$ cat src/rtl/ad_sample_multich.sv
// Multichannel ADC capture: offset-binary to two's complement, 2^AVG_LOG2 decimation,
// frame packing and a FWFT frame FIFO with drop accounting and burst done signalling.
module ad_sample_multich #(
    parameter int NUM_CH     = 2,
    parameter int ADC_W      = 12,
    parameter int OUT_W      = 16,
    parameter int AVG_LOG2   = 2,
    parameter int FIFO_DEPTH = 16
) (
    input  logic                          ad_clk,
    input  logic                          rst,
    input  logic                          en,
    input  logic                          mode,
    input  logic                          start,
    input  logic [15:0]                   burst_len,
    input  logic [NUM_CH*ADC_W-1:0]       ad_in,
    output logic [NUM_CH*OUT_W-1:0]       m_data,
    output logic                          m_valid,
    input  logic                          m_ready,
    output logic [$clog2(FIFO_DEPTH):0]   fifo_level,
    output logic                          busy,
    output logic                          done,
    output logic                          overflow,
    output logic [15:0]                   drop_cnt,
    input  logic                          ovf_clr
);
    localparam int AW = ADC_W + AVG_LOG2;
    localparam int CW = (AVG_LOG2 > 0) ? AVG_LOG2 : 1;
    localparam int PW = $clog2(FIFO_DEPTH);
    localparam int LW = PW + 1;
    localparam int FW = NUM_CH * OUT_W;
    localparam logic [CW-1:0] CNT_LAST = CW'((1 << AVG_LOG2) - 1);

    typedef enum logic [1:0] {IDLE, RUN, DRAIN} state_t;
    state_t state, state_nxt;

    logic [NUM_CH*ADC_W-1:0] ad_q;
    logic                    s0_vld;
    logic [CW-1:0]           cnt;
    logic [15:0]             frames_left;
    logic                    mode_q;
    logic signed [ADC_W-1:0] conv    [NUM_CH];
    logic signed [AW-1:0]    acc     [NUM_CH];
    logic signed [AW-1:0]    acc_nxt [NUM_CH];
    logic signed [ADC_W-1:0] avg     [NUM_CH];
    logic                    acc_done, acc_final;
    logic [FW-1:0]           frame_q, frame_nxt;
    logic                    frame_vld, frame_final;
    logic                    take_sample, frame_complete, last_frame, idle_zero;
    logic [FW-1:0]           mem [FIFO_DEPTH];
    logic [PW-1:0]           wr_ptr, rd_ptr;
    logic [LW-1:0]           level;
    logic                    push, pop, full, drop;

    assign take_sample    = (state == RUN) && s0_vld;
    assign frame_complete = take_sample && (cnt == CNT_LAST);
    // Only a burst that is still enabled ends through DRAIN with a done pulse.
    assign last_frame     = frame_complete && mode_q && (frames_left == 16'd1) && en;

    always_ff @(posedge ad_clk or posedge rst) begin
        if (rst) state <= IDLE;
        else     state <= state_nxt;
    end

    always_comb begin
        state_nxt = state;
        idle_zero = 1'b0;
        case (state)
            IDLE: begin
                if (en) begin
                    if (!mode) begin
                        state_nxt = RUN;
                    end else if (start) begin
                        if (burst_len == 16'd0) idle_zero = 1'b1;
                        else                    state_nxt = RUN;
                    end
                end
            end
            RUN: begin
                if (!en)             state_nxt = IDLE;
                else if (last_frame) state_nxt = DRAIN;
            end
            DRAIN: begin
                if (frame_vld && frame_final) state_nxt = IDLE;
            end
            default: state_nxt = IDLE;
        endcase
    end

    always_ff @(posedge ad_clk or posedge rst) begin
        if (rst) begin
            mode_q      <= 1'b0;
            frames_left <= '0;
        end else if (state == IDLE && state_nxt == RUN) begin
            mode_q      <= mode;
            frames_left <= burst_len;
        end else if (frame_complete && mode_q) begin
            frames_left <= frames_left - 16'd1;
        end
    end

    always_comb begin
        frame_nxt = '0;
        for (int c = 0; c < NUM_CH; c++) begin
            conv[c]    = {~ad_q[c*ADC_W+ADC_W-1], ad_q[c*ADC_W +: ADC_W-1]};
            acc_nxt[c] = (cnt == '0) ? AW'(conv[c]) : acc[c] + AW'(conv[c]);
            avg[c]     = ADC_W'(acc[c] >>> AVG_LOG2);
            frame_nxt[c*OUT_W +: OUT_W] = OUT_W'(avg[c]);
        end
    end

    // S0 register, S1 accumulate, S2 frame register ahead of the FIFO write.
    always_ff @(posedge ad_clk or posedge rst) begin
        if (rst) begin
            ad_q        <= '0;
            s0_vld      <= 1'b0;
            cnt         <= '0;
            acc_done    <= 1'b0;
            acc_final   <= 1'b0;
            frame_q     <= '0;
            frame_vld   <= 1'b0;
            frame_final <= 1'b0;
            for (int c = 0; c < NUM_CH; c++) acc[c] <= '0;
        end else begin
            ad_q      <= ad_in;
            s0_vld    <= (state == RUN);
            acc_done  <= frame_complete;
            acc_final <= last_frame;
            if (state != RUN) cnt <= '0;
            else if (take_sample) cnt <= frame_complete ? '0 : cnt + 1'b1;
            if (take_sample)
                for (int c = 0; c < NUM_CH; c++) acc[c] <= acc_nxt[c];
            frame_vld   <= acc_done;
            frame_final <= acc_final;
            if (acc_done) frame_q <= frame_nxt;
        end
    end

    assign full = (level == LW'(FIFO_DEPTH));
    assign pop  = (level != '0) && m_ready;
    assign push = frame_vld && (!full || pop);
    assign drop = frame_vld && full && !pop;

    always_ff @(posedge ad_clk) begin
        if (push) mem[wr_ptr] <= frame_q;
    end

    always_ff @(posedge ad_clk or posedge rst) begin
        if (rst) begin
            wr_ptr   <= '0;
            rd_ptr   <= '0;
            level    <= '0;
            overflow <= 1'b0;
            drop_cnt <= '0;
            done     <= 1'b0;
        end else begin
            if (push) wr_ptr <= wr_ptr + 1'b1;
            if (pop)  rd_ptr <= rd_ptr + 1'b1;
            level <= level + LW'(push) - LW'(pop);
            if (ovf_clr) begin
                overflow <= 1'b0;
                drop_cnt <= '0;
            end else if (drop) begin
                overflow <= 1'b1;
                if (drop_cnt != 16'hFFFF) drop_cnt <= drop_cnt + 16'd1;
            end
            done <= idle_zero || (frame_vld && frame_final);
        end
    end

    assign m_valid    = (level != '0);
    assign m_data     = m_valid ? mem[rd_ptr] : '0;
    assign fifo_level = level;
    assign busy       = (state != IDLE);
endmodule

$ cat config.mk
export PLATFORM = sky130hd
export DESIGN_NAME = ad_sample_multich
export DESIGN_NICKNAME = d
export VERILOG_FILES = /design/src/rtl/ad_sample_multich.sv
export SDC_FILE = /design/constraint.sdc
export NUM_CORES = 1
export LEC_CHECK = 0
export ABC_AREA = 1
export CAP_MARGIN = 10
export CORE_MARGIN = 4
export CORE_UTILIZATION = 55
export DETAILED_ROUTE_END_ITERATION = 12
export PLACE_DENSITY = 0.77
export REMOVE_ABC_BUFFERS = 1
export SLEW_MARGIN = 20
export SYNTH_ARGS = -nofsm -noshare
export SYNTH_HDL_FRONTEND = slang
export SYNTH_SLANG_ARGS = --single-unit
$ cat constraint.sdc
create_clock -name ad_clk -period 4.1 [get_ports ad_clk]
set_input_delay 0.82 -clock ad_clk [delete_from_list [all_inputs] [get_ports ad_clk]]
set_output_delay 0.82 -clock ad_clk [all_outputs]
set_load 0.02 [all_outputs]
==> Yosys cells after proc, flatten, opt, wreduce, memory -nomap -nowiden <==
Memories as Yosys holds them, arrays and structs flattened.
Cells that the tools add are included.
{ "totals": {"ff_bits": 137, "mem_bits_rw": 512, "in_bits": 47, "output_inout_bits": 57, "memories": 1} }
{ "classes": {"add_sub_neg": 9, "n_eq_ne": 8, "muxes": 28, "n_bitwise": 2, "reduce_logical": 25} }
{ "memory_table": {"columns": ["name", "words", "word_bits", "read_ports", "rd_ports_with_merged_regs", "wr", "line_no", "rtl"], "rows": [
  ["mem", 16, 32, 1, 0, 1, "50", "logic [FW-1:0] mem [FIFO_DEPTH];"]
]} }
{ "op_table": {"columns": ["cell", "n"], "rows": [
  ["$mux 16", 5],
  ["$mux 32", 1],
  ["$add 14x12->14", 2],
  ["$mux 14", 2],
  ["$mux 2", 10],
  ["$add 16x1->16 const B", 1],
  ["$eq 16x1->1 const B", 1],
  ["$logic_not 16->1", 1],
  ["$ne 16x16->1 const B", 1],
  ["$sub 16x1->16 const B", 1],
  ["$logic_and 1x1->1", 11],
  ["$reduce_bool 2->1", 5],
  ["$mux 1", 9],
  ["$add 4x1->4 const B", 2],
  ["$pmux 2 s3", 1],
  ["$add 5x1->5", 1],
  ["$eq 5x5->1 const B", 1],
  ["$reduce_bool 5->1", 1],
  ["$sub 5x1->5", 1],
  ["$eq 2x1->1 const B", 2],
  ["$eq 2x2->1 const B", 2],
  ["$logic_not 2->1", 2],
  ["$add 2x1->2 const B", 1],
  ["$logic_not 1->1", 2],
  ["4 further kinds", 6]
]} }

==> Depth between registers and ports, before layout <==
Gate-level depths: netlist (run 1).
{ "depth": {"word_depth": 12, "mapped_depth": 15} }

==> Least setup slack after synthesis (run 1) <==
No wires, ideal clock.
{ "synth_path": {"kind": "input to register", "start": "input m_ready", "end": "memory mem[11][0] in the netlist's numbering, enable pin", "t_arrival_ps": 2720, "path_slack_ps": 945, "path_stages": 4, "n_path_buf": 0, "path_cell_list": "nor2_1 nand2_1 nand2_1 nor3_1"} }
{ "synth_via": {"elab_chain_cells": 5} }
{ "synth_rtl": {"columns": ["element", "line_no", "rtl"], "rows": [
  ["from (decl)", "19", "input logic m_ready,"],
  ["$logic_and 1x1->1", "140", "assign pop = (level != '0) && m_ready;"],
  ["$logic_or 1x1->1", "141", "assign push = frame_vld && (!full || pop);"],
  ["$logic_and 1x1->1", "141", null],
  ["$mux 1", "145", "if (push) mem[wr_ptr] <= frame_q;"],
  ["$mux 1 (implied by the code)", "145", null],
  ["to (decl)", "50", null]
]} }
No other way between the ends.

==> Worst setup path in the final report (run 1) <==
{ "layout_path": {"start": "register rd_ptr[0]", "end": "output m_data[5]"} }
{ "layout_via": {"elab_chain_cells": 2} }
{ "layout_rtl": {"columns": ["element", "line_no", "rtl"], "rows": [
  ["from (decl)", "51", "logic [PW-1:0] wr_ptr, rd_ptr;"],
  ["from (signal assigned)", "158", "if (pop) rd_ptr <= rd_ptr + 1'b1;"],
  ["$mem_v2 16x32", null, null],
  ["$mux 32", "172", "assign m_data = m_valid ? mem[rd_ptr] : '0;"],
  ["to (decl)", "17", "output logic [NUM_CH*OUT_W-1:0] m_data,"]
]} }
No other way between the ends.

==> results of run 1 <==
cells in the final DEF, fill, tap and decap left out, types with 17 or more instances in the layout:
| cell type | Yosys | layout |
|---|---|---|
| a21oi_1 | 84 | 81 |
| buf_4 | 16 | 39 |
| clkbuf_16 | 0 | 53 |
| clkdlybuf4s50_1 | 0 | 101 |
| dfrtp_1 | 133 | 131 |
| edfxtp_1 | 384 | 384 |
| ha_1 | 42 | 42 |
| inv_1 | 133 | 131 |
| nand2_1 | 221 | 221 |
| nand3_1 | 97 | 97 |
| nand4_1 | 17 | 17 |
| nor2_1 | 303 | 289 |
| nor2_2 | 8 | 22 |
| o21ai_0 | 234 | 234 |
| o221ai_1 | 80 | 80 |
| xor2_1 | 26 | 26 |
through the flow:
step	setup WS, ps	hold WS, ps	util	cell area (um2)	power (mW)
after floorplan	-2990	331	-	21900	8.72
after global placement	619	341	0.600	24100	10.5
after detailed placement	565	348	0.600	24100	10.6
after CTS	23.7	362	0.640	25700	15.1
after global routing	36.8	363	0.642	25800	15.8
final	124	361	0.642	25800	15.1
kinds of logic (layout without fill, tap and decap cells):
kind of cell / after synthesis / after routing
AND/OR/NAND/NOR: 681 / 681
flip-flops: 517 / 517
AO/OA/AOI/OAI: 455 / 455
buffers and inverters: 247 / 382
adder cells (fa/ha/maj): 45 / 45
XOR/XNOR: 33 / 33
multiplexers: 10 / 10
state kept, by name (all words and copies together) (netlist names), 2 cells and up:
| signal | count |
|---|---|
| drop_cnt | 16 |
| mem | 384 |
| frames_left | 16 |
| wr_ptr | 4 |
| acc | 28 |
| ad_q | 24 |
| fifo_level | 5 |
| state | 2 |
| rd_ptr | 4 |
| frame_q | 24 |
| cnt | 2 |
path summary, 6_finish.rpt:
check | endpoint | slack, ps | cells past startpoint
max in group asynchronous | acc[12]$_DFFE_PP0P_ | 2500 | 3
hold / removal | frame_final$_DFF_PP0_ | 360 | 0
hold reg to reg | frame_final$_DFF_PP0_ | 360 | 0
setup reg to reg | fifo_level[4]$_DFF_PP0_ | 1120 | 15
min in group asynchronous | frames_left[14]$_DFFE_PP0P_ | 770 | 2
setup / recovery | m_data[5] | 120 | 7
power by group through the flow:
| stage | logic, mW | clock network, mW | registers (mW) |
|---|---|---|---|
| floorplan | 2.64 | 0 | 6.08 |
| global placement | 4.65 | 0 | 5.82 |
| detailed placement | 4.79 | 0 | 5.83 |
| CTS | 4.84 | 4.49 | 5.72 |
| global route | 5.40 | 4.73 | 5.72 |
| finish | 4.99 | 4.44 | 5.72 |
final cells by class:
cell class / instances / area [um2]
flip-flops and latches: 517 / 14900
multi-input cells: 1224 / 6600
inverters: 141 / 547
clock inverters: 29 / 223
fillers: 2895 / 14300
well taps: 525 / 657
repair buffers: 149 / 1500
clock buffers: 63 / 1360
worst max-delay path, cell delays in order, from the launching register on:
cell,delay (ps)
dfrtp_4,610
inv_8,220
buf_6,240
o21ai_0,130
o221ai_1,260
o211ai_1,170
a21oi_2,290
clkdlybuf4s50_1,670
per-layer routing:
metal  up-vias  global-route usage  part of all wire
li1       7235                   -                 -
met1      7711               0.323              0.39
met2       734               0.403              0.49
met3       129              0.0377             0.087
met4         0              0.0803             0.030
met5         -                   0                 0
what timing repair did:
item                                    CTS  global route
gates resized for setup                   2             7
pin swaps                                 0             0
buffers inserted                          0             1
endpoints found under the setup margin    6            16
gates cloned                              0             2
==> metrics.cfg, run 1 <==
[global_route]
antenna_found_initial=0
grt_pass1_wl_um=84000
grt_pass1_vias=15500
grt_max_degree=99
track_usage=0.240
gr-total-overflow=0

[yosys]
synthXorXnorAreaFrac=0.0129
yosys.area_share.simple=0.128
synth_mux_area_frac=0.00501
synthTopCellsByArea=edfxtp_1 (51%), dfrtp_1 (15%), o21ai_0 (5.2%)
async_flop_share=0.257
synth_flop_cell=edfxtp_1
yosysSeqAreaShare=0.661
synth_fa_ha_area_frac=0.0261
synth_edf_count=384
yosys.area.top_type=edfxtp_1
syn_area_um2=22500
synth_top_family_by_area=simple AND/OR/NAND/NOR gates
ys_types=50
ys.warnings.count=0
post-synth-top-count-cell=edfxtp_1
synth_commonest_cells=edfxtp_1 (384), nor2_1 (303), o21ai_0 (234)
ys_seq_elements=517
synth_compound_area_frac=0.119
synthCells=1988
syn_avg_cell_area_um2=11.3
synth_top_area_frac=0.513

[die]
rows=73
dieArea_um2=44200
pin_count=104
die_y_um=210
core_area_um2=40100
start_util=0.560
dieWidth_um=210

[timing]
worst_clock_skew_ps=9.49
timing.fmax_ghz=0.252
finalSetupViolations=0
layout_min_cycle_time_ps=3980
slew_headroom=0.455
fin_setup_tns_ps=0
worst_slew_pin_slew_ps=817
finalCritPeriodShare=0.970
grt_setup_unrepaired=no
hold_viol_final=0
maxSlewViolCount=0

[route]
routed_wl_um=54300
drt_pass1_iterations=5
drt_iter0_markers=1455
via_count=15800
avgRoutedWirePerCell_um=20.5
ant_nets=0
drc=0
via_per_inst=5.97

[final_layout]
final_cells=2648
layout-drive-gt1-share=0.0867
area_growth_pct=14.6
num-nets-final=2175
diodes=0

[power]
powerDensity_nw_per_um2=588
p_leak_nw=10.6
seqPwrFrac=0.378
peakVddDrop_mv=0.393
switching_share=0.338
clkPwrFrac=0.293
p_switching_mw=5.11
pwr-share-comb=0.329
p_int_mw=10.0

[critical_path]
worstPathRequired_ps=3280
crit_path_start=rd_ptr[0]$_DFFE_PP0P_
cp-start-kind=register
r2r-start=fifo_level[3]$_DFF_PP0_
end_kind=output pin
path_class=reg -> out
crit_fanout=27
cp_data_arrival_time_ps=3160

[worst_hold_path]
hp-class=reg -> reg
hp-start=acc_final$_DFF_PP0_

[cts]
clock_path_buffers=3
hold_buffers=0
clkTransAtPathRegs_ps=60
cts_root_buf=clkbuf_16
clock_sinks=517
clkLatencyLatePin_ps=570
cts_max_level=2
tritoncts=built
cts_buffers=50

[place]
place_hpwl_um=31100
dp.cells=2553
io_buffers=103
gp_congestion=0.877

[outcome]
status=complete, no violations

[job]
drv_cap=0

Note: power is estimated with default switching activity, not from simulation.
==> inputs of run 2 (changes only) <==
Settings changed: ABC_CLOCK_PERIOD_IN_PS set to 4100.
==> results of run 2 <==
No change in the layout: final DEF, timing and power equal those of run 1.
